## config.mk

```make
export PLATFORM = sky130hd
export DESIGN_NAME = biquad_mac_seq_flat
export DESIGN_NICKNAME = d
export VERILOG_FILES = /design/src/rtl/biquad_mac_seq_pkg.sv /design/src/rtl/biquad_mac_seq_if.sv /design/src/rtl/biquad_sm_split.sv /design/src/rtl/biquad_mac_seq.sv /design/src/flat_wrapper.sv
export SDC_FILE = /design/constraint.sdc
export NUM_CORES = 1
export LEC_CHECK = 0
export ABC_AREA = 1
export CAP_MARGIN = 20
export CELL_PAD_IN_SITES_DETAIL_PLACEMENT = 0
export CELL_PAD_IN_SITES_GLOBAL_PLACEMENT = 2
export CORE_UTILIZATION = 27
export DETAILED_ROUTE_END_ITERATION = 16
export PLACE_DENSITY = 0.88
export SYNTH_ARGS = -nofsm -noshare
export SYNTH_HDL_FRONTEND = slang
export SYNTH_SLANG_ARGS = --single-unit
export TNS_END_PERCENT = 5
```

## constraint.sdc

```tcl
create_clock -name clk -period 4.05 [get_ports clk]
set_input_delay 0.81 -clock clk [delete_from_list [all_inputs] [get_ports clk]]
set_output_delay 0.81 -clock clk [all_outputs]
set_load 0.01 [all_outputs]
```

## src/rtl/biquad_mac_seq_pkg.sv

```systemverilog
// Shared types and constants for the biquad_mac_seq slice (package biquad_pkg).
// Width-dependent constants here reflect the default 16-bit configuration.
package biquad_pkg;

    typedef enum logic [1:0] {
        ST_IDLE,
        ST_MAC,
        ST_DONE
    } state_e;

    localparam int unsigned NUM_TAPS = 5;

    localparam logic [2:0] TAP_B0 = 3'd0;
    localparam logic [2:0] TAP_B1 = 3'd1;
    localparam logic [2:0] TAP_B2 = 3'd2;
    localparam logic [2:0] TAP_A1 = 3'd3;
    localparam logic [2:0] TAP_A2 = 3'd4;

    localparam int DEF_DATAWIDTH = 16;
    localparam int DEF_COEFWIDTH = 16;

    localparam int FRAC_SHIFT = DEF_COEFWIDTH - 2;

    localparam longint SAT_MAX = (longint'(1) <<< (DEF_DATAWIDTH - 1)) - 1;
    localparam longint SAT_MIN = -(longint'(1) <<< (DEF_DATAWIDTH - 1));

endpackage

```

## src/rtl/biquad_mac_seq_if.sv

```systemverilog
// Sample stream and shared-multiplier bus of biquad_mac_seq.
interface biquad_mac_seq_if #(
    parameter int DATAWIDTH = 16,
    parameter int COEFWIDTH = 16
);
    logic [DATAWIDTH-1:0]           din;
    logic                           din_valid;
    logic                           din_ready;
    logic [DATAWIDTH-1:0]           dout;
    logic                           dout_valid;
    logic [COEFWIDTH-2:0]           mult_a;
    logic [DATAWIDTH-2:0]           mult_b;
    logic [DATAWIDTH+COEFWIDTH-3:0] mult_p;

    modport slave (
        input  din, din_valid, mult_p,
        output din_ready, dout, dout_valid, mult_a, mult_b
    );

    modport master (
        output din, din_valid, mult_p,
        input  din_ready, dout, dout_valid, mult_a, mult_b
    );
endinterface

```

## src/rtl/biquad_sm_split.sv

```systemverilog
// Two's complement to sign + magnitude; the most negative value clamps to the
// largest W-1 bit magnitude so it fits the multiplier operand.
module biquad_sm_split #(
    parameter int W = 16
) (
    input  logic [W-1:0] v,
    output logic         sign,
    output logic [W-2:0] mag
);
    logic [W-1:0] neg;

    always_comb begin
        neg  = '0 - v;
        sign = v[W-1];
        mag  = v[W-2:0];
        if (v[W-1]) begin
            mag = neg[W-1] ? '1 : neg[W-2:0];
        end
    end
endmodule

```

## src/rtl/biquad_mac_seq.sv

```systemverilog
// Time-multiplexed DF-I biquad: five products per sample through one shared multiplier.
// Define BIQUAD_MAC_SEQ_SAT_EN to saturate the output narrowing instead of wrapping.
module biquad_mac_seq
    import biquad_pkg::*;
#(
    parameter int DATAWIDTH = DEF_DATAWIDTH,
    parameter int COEFWIDTH = DEF_COEFWIDTH,
    parameter int ACCWIDTH  = DATAWIDTH + COEFWIDTH + 3
) (
    input  logic                 clk,
    input  logic                 reset,
    input  logic                 clear,
    input  logic [COEFWIDTH-1:0] b0,
    input  logic [COEFWIDTH-1:0] b1,
    input  logic [COEFWIDTH-1:0] b2,
    input  logic [COEFWIDTH-1:0] a1,
    input  logic [COEFWIDTH-1:0] a2,
    biquad_mac_seq_if.slave      bus
);
    localparam int FRAC = COEFWIDTH - 2;
    localparam int PW   = DATAWIDTH + COEFWIDTH - 2;

    state_e                     state_q, state_d;
    logic [2:0]                 tap_q, tap_d;
    logic signed [ACCWIDTH-1:0] acc_q, acc_d;
    logic [DATAWIDTH-1:0]       x0_q, x0_d, x1_q, x1_d, x2_q, x2_d;
    logic [DATAWIDTH-1:0]       y1_q, y1_d, y2_q, y2_d;
    logic [DATAWIDTH-1:0]       dout_q, dout_d;
    logic                       dout_valid_q, dout_valid_d;
    logic [COEFWIDTH-1:0]       coef_q [NUM_TAPS];
    logic [COEFWIDTH-1:0]       coef_d [NUM_TAPS];

    logic [COEFWIDTH-1:0]       coef_sel;
    logic [DATAWIDTH-1:0]       data_sel;
    logic                       c_sign, d_sign, prod_neg;
    logic [COEFWIDTH-2:0]       c_mag;
    logic [DATAWIDTH-2:0]       d_mag;
    logic signed [ACCWIDTH-1:0] prod_ext, prod_signed;
    logic [DATAWIDTH-1:0]       y;

    always_comb begin
        case (tap_q)
            TAP_B0:  begin coef_sel = coef_q[0]; data_sel = x0_q; end
            TAP_B1:  begin coef_sel = coef_q[1]; data_sel = x1_q; end
            TAP_B2:  begin coef_sel = coef_q[2]; data_sel = x2_q; end
            TAP_A1:  begin coef_sel = coef_q[3]; data_sel = y1_q; end
            default: begin coef_sel = coef_q[4]; data_sel = y2_q; end
        endcase
    end

    biquad_sm_split #(.W(COEFWIDTH)) u_coef_split (
        .v    (coef_sel),
        .sign (c_sign),
        .mag  (c_mag)
    );

    biquad_sm_split #(.W(DATAWIDTH)) u_data_split (
        .v    (data_sel),
        .sign (d_sign),
        .mag  (d_mag)
    );

    // Feedback taps subtract, so their product sign is flipped.
    always_comb begin
        prod_neg    = c_sign ^ d_sign ^ (tap_q >= TAP_A1);
        prod_ext    = {{(ACCWIDTH - PW){1'b0}}, bus.mult_p};
        prod_signed = prod_neg ? ('0 - prod_ext) : prod_ext;
    end

`ifdef BIQUAD_MAC_SEQ_SAT_EN
    localparam logic signed [ACCWIDTH-1:0] Y_MAX =
        {{(ACCWIDTH - DATAWIDTH + 1){1'b0}}, {(DATAWIDTH - 1){1'b1}}};
    localparam logic signed [ACCWIDTH-1:0] Y_MIN =
        {{(ACCWIDTH - DATAWIDTH + 1){1'b1}}, {(DATAWIDTH - 1){1'b0}}};
    logic signed [ACCWIDTH-1:0] acc_shift;

    always_comb begin
        acc_shift = acc_q >>> FRAC;
        y         = acc_shift[DATAWIDTH-1:0];
        if (acc_shift > Y_MAX) begin
            y = {1'b0, {(DATAWIDTH - 1){1'b1}}};
        end else if (acc_shift < Y_MIN) begin
            y = {1'b1, {(DATAWIDTH - 1){1'b0}}};
        end
    end
`else
    // Arithmetic shift then wrap only needs the window above the fraction bits.
    always_comb begin
        y = acc_q[FRAC +: DATAWIDTH];
    end
`endif

    always_comb begin
        state_d      = state_q;
        tap_d        = tap_q;
        acc_d        = acc_q;
        x0_d         = x0_q;
        x1_d         = x1_q;
        x2_d         = x2_q;
        y1_d         = y1_q;
        y2_d         = y2_q;
        dout_d       = dout_q;
        dout_valid_d = 1'b0;
        coef_d       = coef_q;
        case (state_q)
            ST_IDLE: begin
                if (bus.din_valid) begin
                    x0_d      = bus.din;
                    coef_d[0] = b0;
                    coef_d[1] = b1;
                    coef_d[2] = b2;
                    coef_d[3] = a1;
                    coef_d[4] = a2;
                    acc_d     = '0;
                    tap_d     = TAP_B0;
                    state_d   = ST_MAC;
                end else if (clear) begin
                    x1_d = '0;
                    x2_d = '0;
                    y1_d = '0;
                    y2_d = '0;
                end
            end
            ST_MAC: begin
                acc_d = acc_q + prod_signed;
                if (tap_q == TAP_A2) begin
                    state_d = ST_DONE;
                end else begin
                    tap_d = 3'(tap_q + 3'd1);
                end
            end
            ST_DONE: begin
                dout_d       = y;
                y2_d         = y1_q;
                y1_d         = y;
                x2_d         = x1_q;
                x1_d         = x0_q;
                dout_valid_d = 1'b1;
                state_d      = ST_IDLE;
            end
            default: state_d = ST_IDLE;
        endcase
    end

    always_ff @(posedge clk) begin
        if (reset) begin
            state_q      <= ST_IDLE;
            tap_q        <= '0;
            acc_q        <= '0;
            x0_q         <= '0;
            x1_q         <= '0;
            x2_q         <= '0;
            y1_q         <= '0;
            y2_q         <= '0;
            dout_q       <= '0;
            dout_valid_q <= 1'b0;
            coef_q       <= '{default: '0};
        end else begin
            state_q      <= state_d;
            tap_q        <= tap_d;
            acc_q        <= acc_d;
            x0_q         <= x0_d;
            x1_q         <= x1_d;
            x2_q         <= x2_d;
            y1_q         <= y1_d;
            y2_q         <= y2_d;
            dout_q       <= dout_d;
            dout_valid_q <= dout_valid_d;
            coef_q       <= coef_d;
        end
    end

    assign bus.din_ready  = (state_q == ST_IDLE);
    assign bus.dout       = dout_q;
    assign bus.dout_valid = dout_valid_q;
    assign bus.mult_a     = (state_q == ST_MAC) ? c_mag : '0;
    assign bus.mult_b     = (state_q == ST_MAC) ? d_mag : '0;
endmodule

```

## src/flat_wrapper.sv

```systemverilog
// flat-port wrapper written by rule: the top's interface ports become plain ports
module biquad_mac_seq_flat import biquad_pkg::*;
#(
    parameter int DATAWIDTH = DEF_DATAWIDTH,
    parameter int COEFWIDTH = DEF_COEFWIDTH,
    parameter int ACCWIDTH  = DATAWIDTH + COEFWIDTH + 3
)
  (clk, reset, clear, b0, b1, b2, a1, a2, bus_din, bus_din_valid, bus_mult_p, bus_din_ready, bus_dout, bus_dout_valid, bus_mult_a, bus_mult_b);
  biquad_mac_seq_if #(.DATAWIDTH(DATAWIDTH), .COEFWIDTH(COEFWIDTH)) bus_i ();
  input  logic clk;
  input  logic reset;
  input  logic clear;
  input  logic [COEFWIDTH-1:0] b0;
  input  logic [COEFWIDTH-1:0] b1;
  input  logic [COEFWIDTH-1:0] b2;
  input  logic [COEFWIDTH-1:0] a1;
  input  logic [COEFWIDTH-1:0] a2;
  input wire logic [$bits(bus_i.din)-1:0] bus_din;
  input wire logic [$bits(bus_i.din_valid)-1:0] bus_din_valid;
  input wire logic [$bits(bus_i.mult_p)-1:0] bus_mult_p;
  output wire logic [$bits(bus_i.din_ready)-1:0] bus_din_ready;
  output wire logic [$bits(bus_i.dout)-1:0] bus_dout;
  output wire logic [$bits(bus_i.dout_valid)-1:0] bus_dout_valid;
  output wire logic [$bits(bus_i.mult_a)-1:0] bus_mult_a;
  output wire logic [$bits(bus_i.mult_b)-1:0] bus_mult_b;
  assign bus_i.din = bus_din;
  assign bus_i.din_valid = bus_din_valid;
  assign bus_i.mult_p = bus_mult_p;
  assign bus_din_ready = bus_i.din_ready;
  assign bus_dout = bus_i.dout;
  assign bus_dout_valid = bus_i.dout_valid;
  assign bus_mult_a = bus_i.mult_a;
  assign bus_mult_b = bus_i.mult_b;
  biquad_mac_seq #(.DATAWIDTH(DATAWIDTH), .COEFWIDTH(COEFWIDTH), .ACCWIDTH(ACCWIDTH)) u_core (.clk(clk), .reset(reset), .clear(clear), .b0(b0), .b1(b1), .b2(b2), .a1(a1), .a2(a2), .bus(bus_i));
endmodule
```

==> impl_metrics.ini, run 1 <==
[setup_path]
crit_path_start_kind = register
crit_slowest_cell = clkdlybuf4s50_1
worstSetupPathType = reg2out
worstReg2RegEnd = u_core.acc_q[28]
cp_data_arrival_time_ps = 3340
reg2reg_slack_ps = 350
cp_common_cell = nand2_1
endpoint_kind = output pin
crit_family = buffers and inverters
reg2regPathDepth = 21
cp_num_buf_inv = 6
slowest_delay_ps = 520
crit_chain = inv_1 > ha_2 > inv_2 > nor2_4 > nand2_1 > o21ai_2 > o22ai_4 > ha_1 > inv_1 > nor3_1 > buf_4 > nand3_1 > nand2_1 > nand2_1 > nand3_1 > nand2_1 > inv_1 > clkdlybuf4s50_1
r2r-start = u_core.tap_q[0]
critPathMaxFanout = 6
cp_data_required_time_ps = 3240

[synthesis]
yosysUniqueCellTypes = 51
synth_seq_area_share_pct = 34.6
synthesis.nets = 2042
synthesis.area_um2 = 12300
yosys_warnings = 0
async_reset_ff_share_pct = 0
ys_seq_elements = 212
synth_edf_count = 0
synth_area_per_cell_um2 = 6.57
synthFlopType = dfxtp_1
syn_inst = 1868

[cts]
cts_buffers = 27
clock_latency_ps = 570
hold_buffers = 0
h-tree-depth = 1
root_buffer = clkbuf_16
cts_sinks = 212
clk_path_buf_depth = 3
clk_pin_slew_ps = 60
cts_tree = built

[power]
peakVddDrop_uv = 298
power.total_uw = 8010
p_clk_share_pct = 29.9
leakage_uw = 0.00745
net-switching-power_uw = 2970
seqPwrFrac_pct = 29.3
p_int_uw = 5040
swShare_pct = 37.0
power_density_nw_per_um2 = 478
pwr-share-comb_pct = 40.8

[drt]
via_per_inst = 4.70
detail-route-antenna-nets = 0
num_vias = 12965
dr.pass1.iters = 4
drc_errors = 0
drt-wirelength-per-cell_um = 16.0
wl_mm = 44.1
drt_iter0_markers = 736

[final_layout]
nNetsFinal = 2318
drive_gt1_share_pct = 15.2
mostFrequentLayoutCell = nand2_1
post-route-util_pct = 37.7
final_cell_mix = nand2_1, nor2_1, dfxtp_1, a21oi_1, clkdlybuf4s50_1
area_growth_pct = 36.5
fin_area_um2 = 16800

[place]
port-buffer-count = 177
place.gp.congestion = 0.844
placed_cell_area_um2 = 15500
place_hpwl_mm = 32.6

[floorplan]
coreArea_um2 = 44500
die-area_um2 = 46300
die_h_um = 215
fp-row-count = 77
initial_utilization_pct = 27.6
chipWidth_um = 215
ioPinCount = 178

[timing]
hold_viol = 0
clock_skew_ps = 11.7
maxSlewViolCount = 0
rsz0062_at_grt = true
finalCritPeriodShare_pct = 102
tightest_slew_ps = 927
worst_slack_ps = -98.5
fmax_mhz = 241
setup_viol = 4
period_needed_ps = 4150
slew_headroom_pct = 38.2

[global_route]
grt_overflow = 0
grt_pass1_vias = 12552
grt_pass1_wl_mm = 68.5
antenna_found_initial = 5
grt_use_total_pct = 18.6
grt_max_degree = 100

[worst_hold_path]
hold_path.class = reg2reg
hold_path.startpoint = u_core.y2_q[15]
hold_depth = 2
hold_end = u_core.y2_q[15]

[outcome]
run_status = finished with violations
violations = negative setup slack

[run]
maxCapViolations = 0
## final cells by class
class                      count  area (µm²)
sequential                   212        4250
clock inverter                11         111
clock buffer                  38         777
timing repair buffer         334        3030
multi-input combinational   1426        7310
fill                        4819       27700
tap                          592         741
antenna                        4        10.0
inverter                     143         537
## tightest hold or removal path, delay by kind of cell (launching register included)
kind	cells	cell delay, ps
compound gates	1	60
buf+inv	1	60
flops	1	290
## power by group through the flow
| stage | sequential [µW] | clock, µW | combinational (µW) |
|---|---|---|---|
| floorplan | 2350 | 0 | 1860 |
| global placement | 2390 | 0 | 3130 |
| detailed placement | 2390 | 0 | 3150 |
| CTS | 2350 | 2470 | 3210 |
| global route | 2370 | 2550 | 3630 |
| finish | 2350 | 2390 | 3270 |
## flip-flops by register name, summed over array words and instances (netlist names)
name / count
u_core.coef_q: 80
u_core.acc_q: 30
u_core.bus.dout: 16
u_core.x0_q: 16
u_core.x1_q: 16
u_core.x2_q: 16
u_core.y1_q: 16
u_core.y2_q: 16
u_core.tap_q: 3
u_core.state_q: 2
u_core.bus.dout_valid: 1
## cells in the mapped netlist, types with 2 or more instances
cell type | instances | area share (%)
a21oi_2 | 2 | 0.14
nand3b_1 | 3 | 0.18
xor2_1 | 29 | 2.1
nor2_2 | 18 | 0.92
a31oi_1 | 4 | 0.20
xnor2_1 | 10 | 0.71
buf_2 | 6 | 0.24
clkinv_1 | 3 | 0.092
a21o_1 | 8 | 0.49
o22ai_2 | 15 | 1.5
o21ai_0 | 149 | 6.1
or2_2 | 6 | 0.31
o22ai_1 | 15 | 0.76
o21ai_1 | 5 | 0.20
clkbuf_1 | 64 | 2.0
nand3_2 | 6 | 0.49
and2_1 | 2 | 0.10
dfxtp_1 | 212 | 35
buf_6 | 9 | 0.83
inv_1 | 136 | 4.2
nor2_1 | 301 | 9.2
a21oi_1 | 184 | 7.5
nand2_1 | 449 | 14
buf_1 | 5 | 0.15
o21a_1 | 2 | 0.12
inv_2 | 4 | 0.12
ha_1 | 43 | 4.4
nor2_4 | 4 | 0.37
o21bai_1 | 2 | 0.12
o211ai_1 | 2 | 0.12
nand2_2 | 4 | 0.20
a22oi_1 | 2 | 0.12
buf_4 | 4 | 0.24
nor3_1 | 11 | 0.45
nand3_1 | 121 | 4.9
nand4_1 | 13 | 0.66
## stage by stage
step / worst slack, ps / std cells / TNS [ps] / hold WS (ps)
detailed placement: -340 / 2695 / -3390 / 453
global placement: -272 / 2694 / -2240 / 440
floorplan: 282 / 1868 / 0 / 431
CTS: -173 / 2751 / -1640 / 461
finish: -98.5 / 2760 / -240 / 461
global route: -285 / 2758 / -1870 / 478
## worst max-delay path by stage
| stage | slack (ps) | from | to | cells after the start |
|---|---|---|---|---|
| final | -100 | u_core.tap_q[0] | bus_mult_b[10] | 18 |
| after global routing | -280 | u_core.tap_q[0] | bus_mult_b[10] | 18 |
| after CTS | -170 | u_core.tap_q[0] | bus_mult_b[11] | 15 |
| after detailed placement | -340 | bus_mult_p[0] | u_core.acc_q[29] | 23 |
| after global placement | -270 | bus_mult_p[0] | u_core.acc_q[29] | 23 |
| after floorplan | 280 | u_core.tap_q[2] | u_core.acc_q[18] | 24 |
## routing by layer
layer	vias to the layer above	part of all wire (%)	track usage (%)	wire, µm
met5	-	0.025	0	11
met2	224	45	30.5	20000
met4	2	2.2	5.51	972
met1	5999	48	25.0	21300
met3	57	4.1	2.69	1810
li1	6683	-	-	-
## cells by family (layout without fill, tap and decap cells)
| group | count (synthesis) | in the layout | share of synthesized area, % |
|---|---|---|---|
| XOR/XNOR | 39 | 39 | 2.78 |
| buffers and inverters | 231 | 526 | 7.79 |
| other | 0 | 4 | 0 |
| adder cells (fa/ha/maj) | 44 | 44 | 4.54 |
| AO/OA/AOI/OAI | 399 | 399 | 18.3 |
| flip-flops | 212 | 212 | 34.6 |
| AND/OR/NAND/NOR | 943 | 944 | 32.0 |
## timing repair
action                                  CTS  global route
resized for setup                        59            56
pin swaps                                 4            10
setup buffers                             6             4
cloned                                    1             1
endpoints found under the setup margin   42            49
No activity file was read; power rests on OpenSTA's default activity.
==> run 2, diff against run 1 <==
--- a/config.mk
+++ b/config.mk
@@ -10,8 +10,10 @@
 export CELL_PAD_IN_SITES_DETAIL_PLACEMENT = 0
 export CELL_PAD_IN_SITES_GLOBAL_PLACEMENT = 2
 export CORE_UTILIZATION = 27
+export CTS_CLUSTER_SIZE = 28
 export DETAILED_ROUTE_END_ITERATION = 16
 export PLACE_DENSITY = 0.88
+export REMOVE_ABC_BUFFERS = 1
 export SYNTH_ARGS = -nofsm -noshare
 export SYNTH_HDL_FRONTEND = slang
 export SYNTH_SLANG_ARGS = --single-unit
==> impl_metrics.ini, run 2 (same netlist as run 1, synthesis figures left out) <==
[setup_path]
crit_path_start_kind = register
cp_data_arrival_time_ps = 3230
endpoint_kind = output pin
cp_data_required_time_ps = 3240
reg2regPathDepth = 23
worstSetupPathType = reg2out
critPathMaxFanout = 8

[power]
power.total_uw = 8240
peakVddDrop_uv = 289
power_density_nw_per_um2 = 487
leakage_uw = 0.00748

[floorplan]
ioPinCount = 178
die_h_um = 215
initial_utilization_pct = 27.6
fp-row-count = 77
coreArea_um2 = 44500
die-area_um2 = 46300
chipWidth_um = 215

[outcome]
run_status = completed

[timing]
setup_viol = 0
finalCritPeriodShare_pct = 99.7
hold_viol = 0
period_needed_ps = 4040
tightest_slew_ps = 882
maxSlewViolCount = 0
rsz0062_at_grt = true
slew_headroom_pct = 41.2
final.setup.tns_ps = 0
clock_skew_ps = 16.7
fmax_mhz = 248

[cts]
cts_tree = built
h-tree-depth = 1
root_buffer = clkbuf_16
hold_buffers = 0
cts_buffers = 27
cts_sinks = 212
clk_pin_slew_ps = 60
clock_latency_ps = 540
clk_path_buf_depth = 3

[worst_hold_path]
hold_depth = 2
hold_path.class = reg2reg

[drt]
drt-wirelength-per-cell_um = 15.5
dr.pass1.iters = 5
via_per_inst = 4.70
detail-route-antenna-nets = 0
wl_mm = 43.0
drc_errors = 0
drt_iter0_markers = 762
num_vias = 13052

[place]
port-buffer-count = 177
place.gp.congestion = 0.868
dp.cells = 2714
place_hpwl_mm = 31.5

[final_layout]
mostFrequentLayoutCell = nand2_1
layoutNonFillerInstCount = 2777
area_growth_pct = 37.6
fill_cells = 4813
largest_register = u_core.coef_q
drive_gt1_share_pct = 16.7
n_antenna_cell = 0
final_cell_mix = nand2_1, nor2_1, dfxtp_1, a21oi_1, buf_4
top_regs = u_core.coef_q x80, u_core.acc_q x30
largest_reg_flops = 80
nNetsFinal = 2339

[global_route]
grt_use_total_pct = 18.1
grt_overflow = 0
antenna_found_initial = 0
grt_pass1_wl_mm = 67.4
grt_pass1_vias = 12643
grt_max_degree = 100

[run]
maxCapViolations = 0
[run 2: cell count changes in the layout (fill, tap and decap cells not counted), sizes merged, moves of 2 or more]
cell	delta
clkbuf	-2
diode	-4
clkdlybuf4s50	-4
dlymetal6s2s	-5
bufinv	+3
clkinv	+3
inv	+2
buf	+24
[run 2: layout make-up]
cell class,count,area [µm²],area share (%)
multi-input combinational,1426,7370,43.6
tap,592,741,4.38
sequential,212,4250,25.2
clock buffer,31,721,4.26
clock inverter,18,211,1.25
inverter,143,539,3.19
timing repair buffer,355,3070,18.1
[run 2: per-layer routing]
| layer | GRT usage, % | vias up | routed length (µm) |
|---|---|---|---|
| met5 | 0 | - | 0 |
| met4 | 3.43 | 0 | 648 |
| met3 | 2.17 | 41 | 1660 |
| met2 | 29.6 | 279 | 19500 |
| met1 | 25.4 | 6033 | 21200 |
| li1 | - | 6699 | - |
[run 2: critical path, cell delays in order (launching register included)]
cell and delay [ps]:
dfxtp_4 360, inv_1 80, ha_2 210, inv_4 60
nor2_4 320, nand2_1 80, o21ai_1 170, o22ai_4 130
ha_2 200, inv_1 130, nor3_2 70, buf_4 150
buf_4 130, xor2_1 130, nand2_1 60, nand2_1 60
inv_1 60, dlygate4sd2_1 270
[run 2: metrics by stage]
step                      util [%]  area (µm²)  setup WS, ps  hold slack, ps
final                         38.0       16900          11.7             459
after detailed placement      35.1       15600          -488             452
after floorplan                  -       11900         -1720             431
after global placement        35.1       15600          -467             449
after CTS                     37.5       16700          -209             461
after global routing          38.0       16900          -191             470
[run 2: power by group]
| group | switching (µW) | internal (µW) |
|---|---|---|
| Combinational | 1920 | 1450 |
| Sequential | 110 | 2230 |
| Clock | 987 | 1540 |
[run 2: final timing paths]
| path | start | slack, ps | endpoint |
|---|---|---|---|
| hold / removal | u_core.bus.dout[10] | 460 | u_core.bus.dout[10] |
| setup reg to reg | u_core.tap_q[0] | 250 | u_core.acc_q[29] |
| setup / recovery | u_core.tap_q[0] | 10 | bus_mult_b[4] |
| hold reg to reg | u_core.bus.dout[10] | 460 | u_core.bus.dout[10] |
[run 2: what timing repair did]
action / CTS / global route
pin swaps: 11 / 9
gates resized for setup: 58 / 92
endpoints found under the setup margin: 33 / 49
buffers inserted: 4 / 9
gates cloned: 1 / 0
hold endpoints to repair: 0 / 0
==> run 3, diff against run 2 <==
--- a/config.mk
+++ b/config.mk
@@ -10,11 +10,14 @@
 export CELL_PAD_IN_SITES_DETAIL_PLACEMENT = 0
 export CELL_PAD_IN_SITES_GLOBAL_PLACEMENT = 2
 export CORE_UTILIZATION = 27
+export CTS_CLUSTER_DIAMETER = 150
 export CTS_CLUSTER_SIZE = 28
 export DETAILED_ROUTE_END_ITERATION = 16
-export PLACE_DENSITY = 0.88
+export PLACE_DENSITY = 0.87
 export REMOVE_ABC_BUFFERS = 1
+export SLEW_MARGIN = 20
 export SYNTH_ARGS = -nofsm -noshare
 export SYNTH_HDL_FRONTEND = slang
+export SYNTH_HIERARCHICAL = 1
 export SYNTH_SLANG_ARGS = --single-unit
 export TNS_END_PERCENT = 5
==> impl_metrics.ini, run 3 <==
[outcome]
run_status = completed

[place]
port-buffer-count = 177
place_hpwl_mm = 31.1
place.gp.congestion = 0.852
placed_cell_area_um2 = 15700
post-place-ws_ps = -227

[timing]
slew_headroom_pct = 33.1
period_needed_ps = 4010
maxSlewViolCount = 0
hold_viol = 0
worst_slack_ps = 37.3
setup_viol = 0
fmax_mhz = 249
tightest_slew_ps = 1000
rsz0062_at_grt = true
finalCritPeriodShare_pct = 99.1
clock_skew_ps = 33.0

[final_layout]
area_growth_pct = 38.5
nNetsFinal = 2354
largest_register = u_core/coef_q
final_cell_mix = nand2_1, nor2_1, dfxtp_1, inv_1, buf_4
drive_gt1_share_pct = 21.7
largest_reg_flops = 80
top_regs = u_core/coef_q x80, u_core/acc_q x30
mostFrequentLayoutCell = nand2_1
fin_area_um2 = 17400

[synthesis]
synthTopCellsByCount = nand2_1, nor2_1, inv_1
ys_seq_elements = 212
async_reset_ff_share_pct = 0
synth_seq_area_share_pct = 33.7
synth_area_per_cell_um2 = 6.64
synth_area_leader_cell = dfxtp_1
syn_inst = 1894
synth_top_area_share_pct = 33.7
yosys_warnings = 6
yosys-top-cells-area = dfxtp_1, nand2_1, nor2_1
yosysUniqueCellTypes = 50
synth_edf_count = 0
synthMostInstantiatedCell = nand2_1
synthesis.area_um2 = 12600
synthFlopType = dfxtp_1

[power]
leakage_uw = 0.00757
p_clk_share_pct = 18.8
power_density_nw_per_um2 = 372
p_int_uw = 4040
pwr-share-comb_pct = 45.7
net-switching-power_uw = 2440
seqPwrFrac_pct = 35.5
peakVddDrop_uv = 312
swShare_pct = 37.7

[setup_path]
cp-endpoint = bus_mult_b[0]
cp_common_cell = buf_6
crit_path_start_kind = register
reg2regPathDepth = 28
critPathMaxFanout = 6
crit_chain = inv_2 > buf_6 > ha_4 > inv_4 > nor2_4 > nor3_4 > buf_6 > buf_12 > nand2_4 > nand2_4 > buf_6 > nor2_4 > nand3_4 > nor2_4 > nand3_4 > buf_6 > buf_6 > nand2_2 > inv_2 > nor2_1 > buf_2
worstReg2RegEnd = u_core/acc_q[19]
cp_data_arrival_time_ps = 3200
crit_slowest_cell = dfxtp_2
cp_data_required_time_ps = 3240
worstSetupPathType = reg2out
endpoint_kind = output pin
startpoint = u_core/tap_q[0]
r2r-start = u_core/tap_q[1]
slowest_delay_ps = 360
reg2reg_slack_ps = 130

[worst_hold_path]
hold_path.class = reg2reg

[global_route]
use_met1_pct = 23.4
grt_pass1_vias = 12800
use_met2_pct = 30.2
antenna_found_initial = 1
top_usage_layer = met2
grt_pass1_wl_mm = 67.1
grt_max_degree = 84
use_met3_pct = 1.62
grt_use_total_pct = 17.5
grt_overflow = 0

[cts]
cts_tree = built
clock_latency_ps = 490
hold_buffers = 0
clk_pin_slew_ps = 110
cts_sinks = 212
root_buffer = clkbuf_16
clk_path_buf_depth = 3
h-tree-depth = 1
cts_buffers = 11

[drt]
drt-wirelength-per-cell_um = 15.5
via_per_inst = 4.72
detail-route-antenna-nets = 0
drc_errors = 0
drt_iter0_markers = 752
dr.pass1.iters = 7
num_vias = 13128
wl_mm = 43.1

[floorplan]
coreArea_um2 = 45700
die-area_um2 = 47400
chipWidth_um = 218
ioPinCount = 178
die_h_um = 218
initial_utilization_pct = 27.5
fp-row-count = 78

[run]
maxCapViolations = 0
[run 3: cells by family after synthesis]
family / after synthesis / share of synthesized area (%)
AO/OA/AOI/OAI: 357 / 17.1
XOR/XNOR: 30 / 2.09
adder cells (fa/ha/maj): 46 / 4.64
flip-flops: 212 / 33.7
buffers and inverters: 325 / 10.2
AND/OR/NAND/NOR: 924 / 32.2
[run 3: cell type report]
type | count | area, µm²
Sequential cell | 212 | 4250
Tap cell | 600 | 751
Inverter | 234 | 892
Antenna cell | 1 | 2.50
Clock buffer | 12 | 279
Multi-Input combinational cell | 1360 | 7960
Fill cell | 4852 | 28300
Timing Repair Buffer | 359 | 3260
Clock inverter | 1 | 16.3
[run 3: timing repair]
action,in CTS,in global routing
pin swaps,25,65
gates cloned,5,3
gates resized for setup,186,166
buffers inserted,23,23
endpoints found under the setup margin,50,55
hold endpoints to repair,0,0
[run 3: worst min-delay path by stage]
stage / to / cells after the start / startpoint
6_report: u_core/y1_q[2] / 2 / u_core/y1_q[2]
5_1_grt: u_core/y1_q[11] / 2 / u_core/y1_q[11]
4_1_cts: u_core/y1_q[4] / 2 / u_core/y1_q[4]
3_5_place_dp: u_core/bus.dout[4] / 2 / u_core/bus.dout[4]
3_3_place_gp: u_core/y1_q[2] / 2 / u_core/y1_q[2]
2_1_floorplan: u_core/y1_q[0] / 2 / u_core/y1_q[0]
[run 3: worst max-delay path: cells and delay by family (launching register included)]
family                   cells  cell delay, ps
AND/OR/NAND/NOR             10            1120
adder cells (fa/ha/maj)      1             130
buffers and inverters       10            1080
flip-flops                   1             360
[run 3: per-stage QoR]
| stage | total power [µW] | hold slack, ps | utilization (%) | instances | setup TNS (ps) |
|---|---|---|---|---|---|
| floorplan | 3760 | 435 | - | 1803 | -38230 |
| finish | 6480 | 467 | 38.1 | 2779 | 0 |
| global placement | 4800 | 454 | 34.4 | 2711 | -2930 |
| detailed placement | 4830 | 458 | 34.4 | 2711 | -5550 |
| global route | 6950 | 485 | 38.1 | 2779 | -2720 |
| CTS | 6180 | 475 | 36.2 | 2752 | -371 |
[run 3: power by group through the flow]
| stage | Sequential [µW] | Combinational, µW | Clock [µW] |
|---|---|---|---|
| after detailed placement | 2340 | 2480 | 0 |
| after CTS | 2300 | 2600 | 1280 |
| after floorplan | 2310 | 1460 | 0 |
| after global placement | 2340 | 2460 | 0 |
| final | 2300 | 2960 | 1220 |
| after global routing | 2320 | 3290 | 1340 |
[run 3: metal layers]
layer / share of wire, % / up-vias
met3: 3.7 / 47
met2: 48 / 234
met5: 0 / -
met4: 2.0 / 0
met1: 47 / 6130
li1: - / 6717
